**config.mk**
```make
export PLATFORM = sky130hd
export DESIGN_NAME = sync_zm_to_u2_conv
export DESIGN_NICKNAME = d
export VERILOG_FILES = /design/src/rtl/sync_zm_to_u2_conv.sv
export SDC_FILE = /design/constraint.sdc
export NUM_CORES = 1
export LEC_CHECK = 0
export ABC_CLOCK_PERIOD_IN_PS = 1640
export BUFFER_PORTS_ARGS = -buffer_cell sky130_fd_sc_hd__buf_2
export CELL_PAD_IN_SITES_DETAIL_PLACEMENT = 2
export CELL_PAD_IN_SITES_GLOBAL_PLACEMENT = 2
export CORE_AREA = 2 2 56 63
export CTS_CLUSTER_SIZE = 12
export DETAILED_ROUTE_END_ITERATION = 10
export DIE_AREA = 0 0 58 65
export HOLD_SLACK_MARGIN = 0.05
export PLACE_DENSITY_LB_ADDON = 0.12
export SYNTH_ARGS = -nofsm -noshare
export SYNTH_HDL_FRONTEND = slang
export SYNTH_SLANG_ARGS = --single-unit
```
**constraint.sdc**
```tcl
create_clock -name i_clk -period 1.64 [get_ports i_clk]
set_input_delay 0 -clock i_clk [delete_from_list [all_inputs] [get_ports i_clk]]
set_output_delay 0 -clock i_clk [all_outputs]
set_load 0.01 [all_outputs]
```
**src/rtl/sync_zm_to_u2_conv.sv**
```systemverilog
// Two-stage valid/ready converter from sign-magnitude to two's complement, with status flags
// and an output-transfer counter. The optional negative-zero flags are enabled by ZM_NEGZERO_FLAG_EN.
module sync_zm_to_u2_conv #(
  parameter int unsigned M     = 4,
  parameter int unsigned CNT_W = 8
) (
  input  logic             i_clk,
  input  logic             i_reset,
  input  logic             i_valid,
  output logic             o_ready,
  input  logic [M-1:0]     i_arg_A,
  output logic             o_valid,
  input  logic             i_ready,
  output logic [M-1:0]     o_result,
  output logic [3:0]       o_status,
  input  logic             i_clr,
  output logic [CNT_W-1:0] o_count
);

  logic             s1_valid_q;
  logic             s1_sign_q;
  logic [M-2:0]     s1_mag_q;
  logic             s2_valid_q;
  logic [M-1:0]     s2_result_q;
  logic             s2_zero_q;
  logic             s2_neg_q;
  logic [CNT_W-1:0] count_q;

  logic             adv1, adv2, s2_load, out_xfer;
  logic [M-1:0]     mag_ext, result_d;
  logic             negzero_d;

  // Stage 2 advances when it is empty or draining. Stage 1 advances when stage 2 has room.
  assign adv2     = !s2_valid_q || i_ready;
  assign adv1     = !s1_valid_q || adv2;
  assign s2_load  = adv2 && s1_valid_q;
  assign out_xfer = s2_valid_q && i_ready;

  always_comb begin
    mag_ext   = {1'b0, s1_mag_q};
    result_d  = s1_sign_q ? (~mag_ext + M'(1)) : mag_ext;
    negzero_d = s1_sign_q && (s1_mag_q == '0);
  end

  always_ff @(posedge i_clk or negedge i_reset) begin
    if (!i_reset) begin
      s1_valid_q <= 1'b0;
      s1_sign_q  <= 1'b0;
      s1_mag_q   <= '0;
    end else if (adv1) begin
      s1_valid_q <= i_valid;
      if (i_valid) begin
        s1_sign_q <= i_arg_A[M-1];
        s1_mag_q  <= i_arg_A[M-2:0];
      end
    end
  end

  always_ff @(posedge i_clk or negedge i_reset) begin
    if (!i_reset) begin
      s2_valid_q  <= 1'b0;
      s2_result_q <= '0;
      s2_zero_q   <= 1'b0;
      s2_neg_q    <= 1'b0;
    end else if (adv2) begin
      s2_valid_q <= s1_valid_q;
      if (s1_valid_q) begin
        s2_result_q <= result_d;
        s2_zero_q   <= (result_d == '0);
        s2_neg_q    <= result_d[M-1];
      end
    end
  end

  // A clear in the same cycle as a transfer leaves the counter at zero.
  always_ff @(posedge i_clk or negedge i_reset) begin
    if (!i_reset)      count_q <= '0;
    else if (i_clr)    count_q <= '0;
    else if (out_xfer) count_q <= count_q + CNT_W'(1);
  end

`ifdef ZM_NEGZERO_FLAG_EN
  logic s2_negzero_q;
  logic sticky_q;

  // A negative-zero load in the same cycle as a clear leaves the sticky bit set.
  always_ff @(posedge i_clk or negedge i_reset) begin
    if (!i_reset) begin
      s2_negzero_q <= 1'b0;
      sticky_q     <= 1'b0;
    end else begin
      if (s2_load) s2_negzero_q <= negzero_d;
      if (s2_load && negzero_d) sticky_q <= 1'b1;
      else if (i_clr)           sticky_q <= 1'b0;
    end
  end

  assign o_status = {sticky_q, s2_negzero_q, s2_neg_q, s2_zero_q};
`else
  logic unused_negzero;
  assign unused_negzero = s2_load & negzero_d;
  assign o_status = {2'b00, s2_neg_q, s2_zero_q};
`endif

  assign o_ready  = adv1;
  assign o_valid  = s2_valid_q;
  assign o_result = s2_result_q;
  assign o_count  = count_q;

endmodule

```
==> metrics.txt, run 1 <==
status completed; Reg2Reg Depth 3; Via-to-Cell Ratio 4.76; Fin. Hold Viols 0; Clk Latency, worst-skew pair 0.31 ns; post-synth top area cell dfrtp_1; top cells by area, synth dfrtp_1 51%, mux2_2 11%, buf_4 4.1%, a21oi_1 3.2%, xnor2_1 2.8%; RSZ-0062 raised after global routing no; Synth Instances 84; routed wire length 2330 um; async set or reset register ratio after synthesis 100%; via count 729; Post-synth top cells 19 x dfrtp_1, 9 x mux2_2, 6 x a21oi_1; RR Startpoint o_valid; Initial Utilization 29.0%; multi-input logic area 424 um2; DR iter-0 viols 12; global-route wire length before repair 3840 um; worst-path maximum fanout 8; fin crit share 92.3%; Final ANT Viol Nets 0; RD Place Congestion 0.685; GRT Overall Usage 13.5%; # DRC 0; area share of the largest cell type after synthesis 51.4%; H-tree levels 1; Combinational Power Share 25.1%; I/O pins 27; Final setup viols 0; Worst Skew 0.00773 ns; Yosys cell types 29; final cell count without fillers 153; final net count 129; setup_tns 0 ns; largest net degree at the start of global routing 20; most common cell in the netlist dfrtp_1; leakage power 0.560 nW; port bufs 24; filler instances 356; Clock Tree Root clkbuf_4; Clock Sinks 19; fmax 661 MHz; maximum vdd drop 0.409 mV; CP arrival 1.71 ns; Worst Path Class, Setup reg -> reg; FP Rows 22; endpoint class of the critical path flop; FF-to-FF End o_result[3]; Pwr Density 927 nW/um2; Post-synth EDFFs 0; Die W 58 um; max-slew violation count 0; # placed instances 139; crit path from o_valid; critical path endpoint o_result[3]; Register Area 479 um2; CTS Buf Count 3; Hold WC Path Type in -> async; min Tclk post-route 1.51 ns; wire per inst 15.2 um; vias in the first global route 801; sequential share of power 52.2%; Int Power 0.769 mW; die height 65 um; Synth Flop Type dfrtp_1; Ant. Diodes 0; number of synthesized register bits 19; Clock Path Buffers 2; flop2flop setup slack 0.13 ns; Sw Share 31.4%; synthesis-to-finish area growth 30.7%; maxcap violations 0; Syn Std Cell Area 926 um2; Avg Inst Size Synth 11.0 um2; TritonCTS clock tree yes; clock-pin slew on the worst setup and hold paths 0.13 ns; Required @ worst endpoint 1.84 ns; power share of the clock group 22.7%; switching power 0.353 mW; register area share after synthesis 51.4%; layout cells sized above 1 41.0%; die area 3770 um2; drt first pass iters 4; crit start category flop; Core Area 3190 um2; yosys synthesis warning count 0; initial antenna violation count 0; placed wire-length estimate 1680 um; grt total ovfl 0
==> cells in the final DEF, fill, tap and decap left out, drive strengths merged <==
cell,netlist,layout
nand3,2,2
buf,5,26
or2b,1,1
a31oi,1,1
o31ai,1,1
a2111oi,1,1
nor2,3,3
dlygate4sd3,0,8
mux2i,1,1
clkbuf,1,3
nand3b,1,1
and3,1,1
or4,1,1
ha,2,2
nor2b,1,1
o31a,1,1
mux2,9,9
conb,1,2
dfrtp,19,19
nand4,2,2
clkinv,0,1
o21ai,3,3
or3,3,3
inv,5,5
nand2b,4,4
xnor2,3,3
a21oi,6,6
nor4,1,1
nand2,5,5
==> kinds of logic (layout without fill, tap and decap cells) <==
group           count (synthesis)  in the layout  synth area share, %
fa+ha+maj                       2              2                 2.70
mux                            10             10                 12.0
other cells                     1              2                0.405
buf+inv                        11             43                 6.49
compound gates                 13             13                 8.24
flops                          19             19                 51.4
simple gates                   25             25                 15.9
xor+xnor                        3              3                 2.84
==> worst max-delay path, cell delays in order (launching register included) <==
cell and delay [ns]:
dfrtp_1 0.52, or2b_1 0.31, nand2_1 0.20, mux2_2 0.36
==> flip-flops by register name, summed over array words and instances, names as in the netlist <==
register	cells
s1_mag_q	3
o_valid	1
s1_valid_q	1
s2_zero_q	1
s1_sign_q	1
o_result	4
o_count	8
==> timing repair <==
action / CTS / global route
endpoints found under the setup margin: 1 / 2
hold buffers: 8 / 0
pin swaps: 0 / 0
resized for setup: 1 / 7
buffers inserted: 0 / 2
endpoints found under the hold margin: 31 / 0
==> metrics by stage <==
stage | instance area (um2) | power, mW | hold slack, ns | setup WS (ns) | utilization (%)
after floorplan | 930 | 0.744 | -0.296 | 0.207 | -
after global placement | 1050 | 0.812 | -0.0262 | 0.149 | 33.0
after detailed placement | 1050 | 0.828 | -0.0271 | 0.0103 | 33.0
after CTS | 1160 | 1.10 | 0.161 | 0.0177 | 36.4
after global routing | 1210 | 1.20 | 0.201 | 0.0390 | 37.9
final | 1210 | 1.12 | 0.173 | 0.127 | 37.9
==> power by group through the flow <==
| stage | Clock, mW | Sequential [mW] | Combinational (mW) |
|---|---|---|---|
| 6_report | 0.255 | 0.585 | 0.282 |
| 5_1_grt | 0.287 | 0.597 | 0.312 |
| 4_1_cts | 0.263 | 0.579 | 0.257 |
| 3_5_place_dp | 0 | 0.589 | 0.240 |
| 3_3_place_gp | 0 | 0.581 | 0.231 |
| 2_1_floorplan | 0 | 0.591 | 0.153 |
==> metal layers <==
metal | part of all wire [%] | wire length, um | GRT usage, % | vias up
li1 | - | - | - | 351
met1 | 42 | 977 | 15.5 | 358
met2 | 53 | 1230 | 24.1 | 18
met3 | 4.4 | 103 | 2.59 | 2
met4 | 0.99 | 23 | 5.23 | 0
met5 | 0 | 0 | 0 | -
==> area by class of cell <==
class	count	share of cell area, %
flip-flops and latches	19	39.6
well taps	36	3.72
clock buffers	3	1.86
repair buffers	34	17.8
clock inverters	1	0.414
multi-input cells	55	35.1
inverters	5	1.55
==> worst min-delay path by stage <==
stage | startpoint | endpoint | slack (ns)
floorplan | i_reset | o_count[0] | -0.30
global placement | i_reset | s1_mag_q[2] | -0.03
detailed placement | i_reset | s1_mag_q[2] | -0.03
CTS | i_reset | o_result[0] | 0.16
global route | i_reset | s2_zero_q | 0.20
finish | i_reset | o_count[3] | 0.17
(Power assumes the default switching activity.)
==> run 2, diff against run 1 <==
- CORE_AREA: 2 2 56 63 -> 2 2 55 62
- CTS_BUF_LIST: default -> sky130_fd_sc_hd__clkbuf_4 sky130_fd_sc_hd__clkbuf_8
- DIE_AREA: 0 0 58 65 -> 0 0 57 64
==> run 2 against run 1 <==
- final cell count decreased by 0.65%
- sequential power shrank 2%
- utilization is 2.0 points higher
- cell area decreased by 1.3%
- clock power is 4% higher
- critical endpoint is now s2_zero_q
- power shrank 1.0%
- clock-buffer cell count up 1
- hold slack worse by 0.0087 ns
- register-to-register slack barely moved
- largest power group unchanged
- worst setup slack better by 0.0025 ns
- fmax up 0.17%
- highest routed layer unchanged
==> metrics.txt, run 2 (synthesis gave the netlist of run 1 again) <==
placed wire-length estimate 1570 um; RR Startpoint s1_mag_q[1]; FF-to-FF End s2_zero_q; DR iter-0 viols 3; via count 748; Final setup viols 0; fmax 662 MHz; CTS Buf Count 3; switching power 0.328 mW; Die W 57 um; final net count 130; RD Place Congestion 0.709; setup_tns 0 ns; initial antenna violation count 0; port bufs 24; sequential share of power 51.6%; layout cells sized above 1 38.1%; Design Area, Final 1190 um2; global-route wire length before repair 3710 um; fin crit share 92.1%; flop2flop setup slack 0.13 ns; commonest non-fill, non-tap cells in the layout 24 x buf_2, 19 x dfrtp_1, 8 x mux2_2, 8 x dlygate4sd3_1, 6 x a21oi_1; CP arrival 1.76 ns; leakage power 0.563 nW; Hold WC Path Type in -> async; Reg2Reg Depth 5; GR Util met1 15.7%; TritonCTS clock tree yes; vias in the first global route 791; maxcap violations 0; Final Util 39.8%; Core Area 3000 um2; total power draw 1.11 mW; status completed; FP Rows 21; met3 usage in global routing 2.63%; Sw Share 29.6%; Clock Path Buffers 2; multi-input logic area 404 um2; die area 3650 um2; Pwr Density 930 nW/um2; die height 64 um; largest net degree at the start of global routing 20; clock-pin slew on the worst setup and hold paths 0.12 ns; Register Area 475 um2; power share of the clock group 23.8%; worst slack, placed 0.0258 ns; synthesis-to-finish area growth 28.9%; met2 Use GR 24.1%; RSZ-0062 raised after global routing no; Worst Skew 0.00822 ns; grt total ovfl 0; I/O pins 27; Fin. Hold Viols 0; endpoint class of the critical path flop; # DRC 0; max-slew violation count 0; H-tree levels 1; crit start category flop; GRT Max-Usage Layer met2; Initial Utilization 30.9%; GRT Overall Usage 13.7%; commonest non-fill, non-tap cell in the layout buf_2; Combinational Power Share 24.7%; Post-DP Area 1050 um2; Final WS setup 0.129 ns; routed wire length 2230 um; Required @ worst endpoint 1.89 ns; min Tclk post-route 1.51 ns; Clock Tree Root clkbuf_4; worst-path maximum fanout 4; Clk Latency, worst-skew pair 0.30 ns; filler instances 334; wire per inst 14.7 um; Int Power 0.782 mW; Worst Path Class, Setup reg -> reg; Final ANT Viol Nets 0; maximum vdd drop 0.455 mV; Ant. Diodes 0; flip-flop count of the largest register after layout 8; Via-to-Cell Ratio 4.92; drt first pass iters 2; Clock Sinks 19
## run 2: final cells by class
type                            instances  share of cell area (%)
Clock buffer                            4                    2.52
Inverter                                5                    1.57
Multi-Input combinational cell         55                    33.9
Sequential cell                        19                    39.8
Tap cell                               34                    3.56
Timing Repair Buffer                   35                    18.7
## run 2: worst max-delay path by stage
stage           endpoint        start  cells past startpoint
6_report       s2_zero_q  s1_mag_q[1]                      5
5_1_grt        s2_zero_q  s1_mag_q[1]                      5
4_1_cts        s2_zero_q  s1_mag_q[1]                      5
3_5_place_dp   s2_zero_q  s1_mag_q[1]                      5
3_3_place_gp   s2_zero_q  s1_mag_q[1]                      5
2_1_floorplan  s2_zero_q  s1_mag_q[1]                      5
## run 2: power by group through the flow
stage / combinational, mW / clock (mW) / sequential [mW]
6_report: 0.274 / 0.264 / 0.573
5_1_grt: 0.308 / 0.297 / 0.584
3_3_place_gp: 0.234 / 0 / 0.581
2_1_floorplan: 0.153 / 0 / 0.591
3_5_place_dp: 0.239 / 0 / 0.584
4_1_cts: 0.255 / 0.277 / 0.576
## run 2: worst max-delay path, cell delays in order, from the launching register on
cell and delay [ns]:
dfrtp_1 0.42, inv_1 0.06, ha_1 0.31, nand2b_1 0.17, a2111oi_2 0.30, mux2_4 0.20
## run 2: what timing repair did
action / CTS / global route
hold buffers: 8 / 0
gates cloned: 0 / 0
resized for setup: 1 / 2
endpoints found under the hold margin: 31 / 0
pin swaps: 0 / 1
buffers inserted: 0 / 3
setup endpoints to repair: 1 / 1
## run 2: routing by layer
layer | share of wire [%] | vias up
met5 | 0 | -
met4 | 0.85 | 0
met3 | 4.1 | 2
met2 | 55 | 16
met1 | 40 | 376
li1 | - | 354
## run 2: per-stage QoR
stage	hold WS (ns)	instances
CTS	0.184	149
global placement	-0.0160	137
global route	0.184	152
floorplan	-0.296	85
detailed placement	-0.0155	137
finish	0.164	152
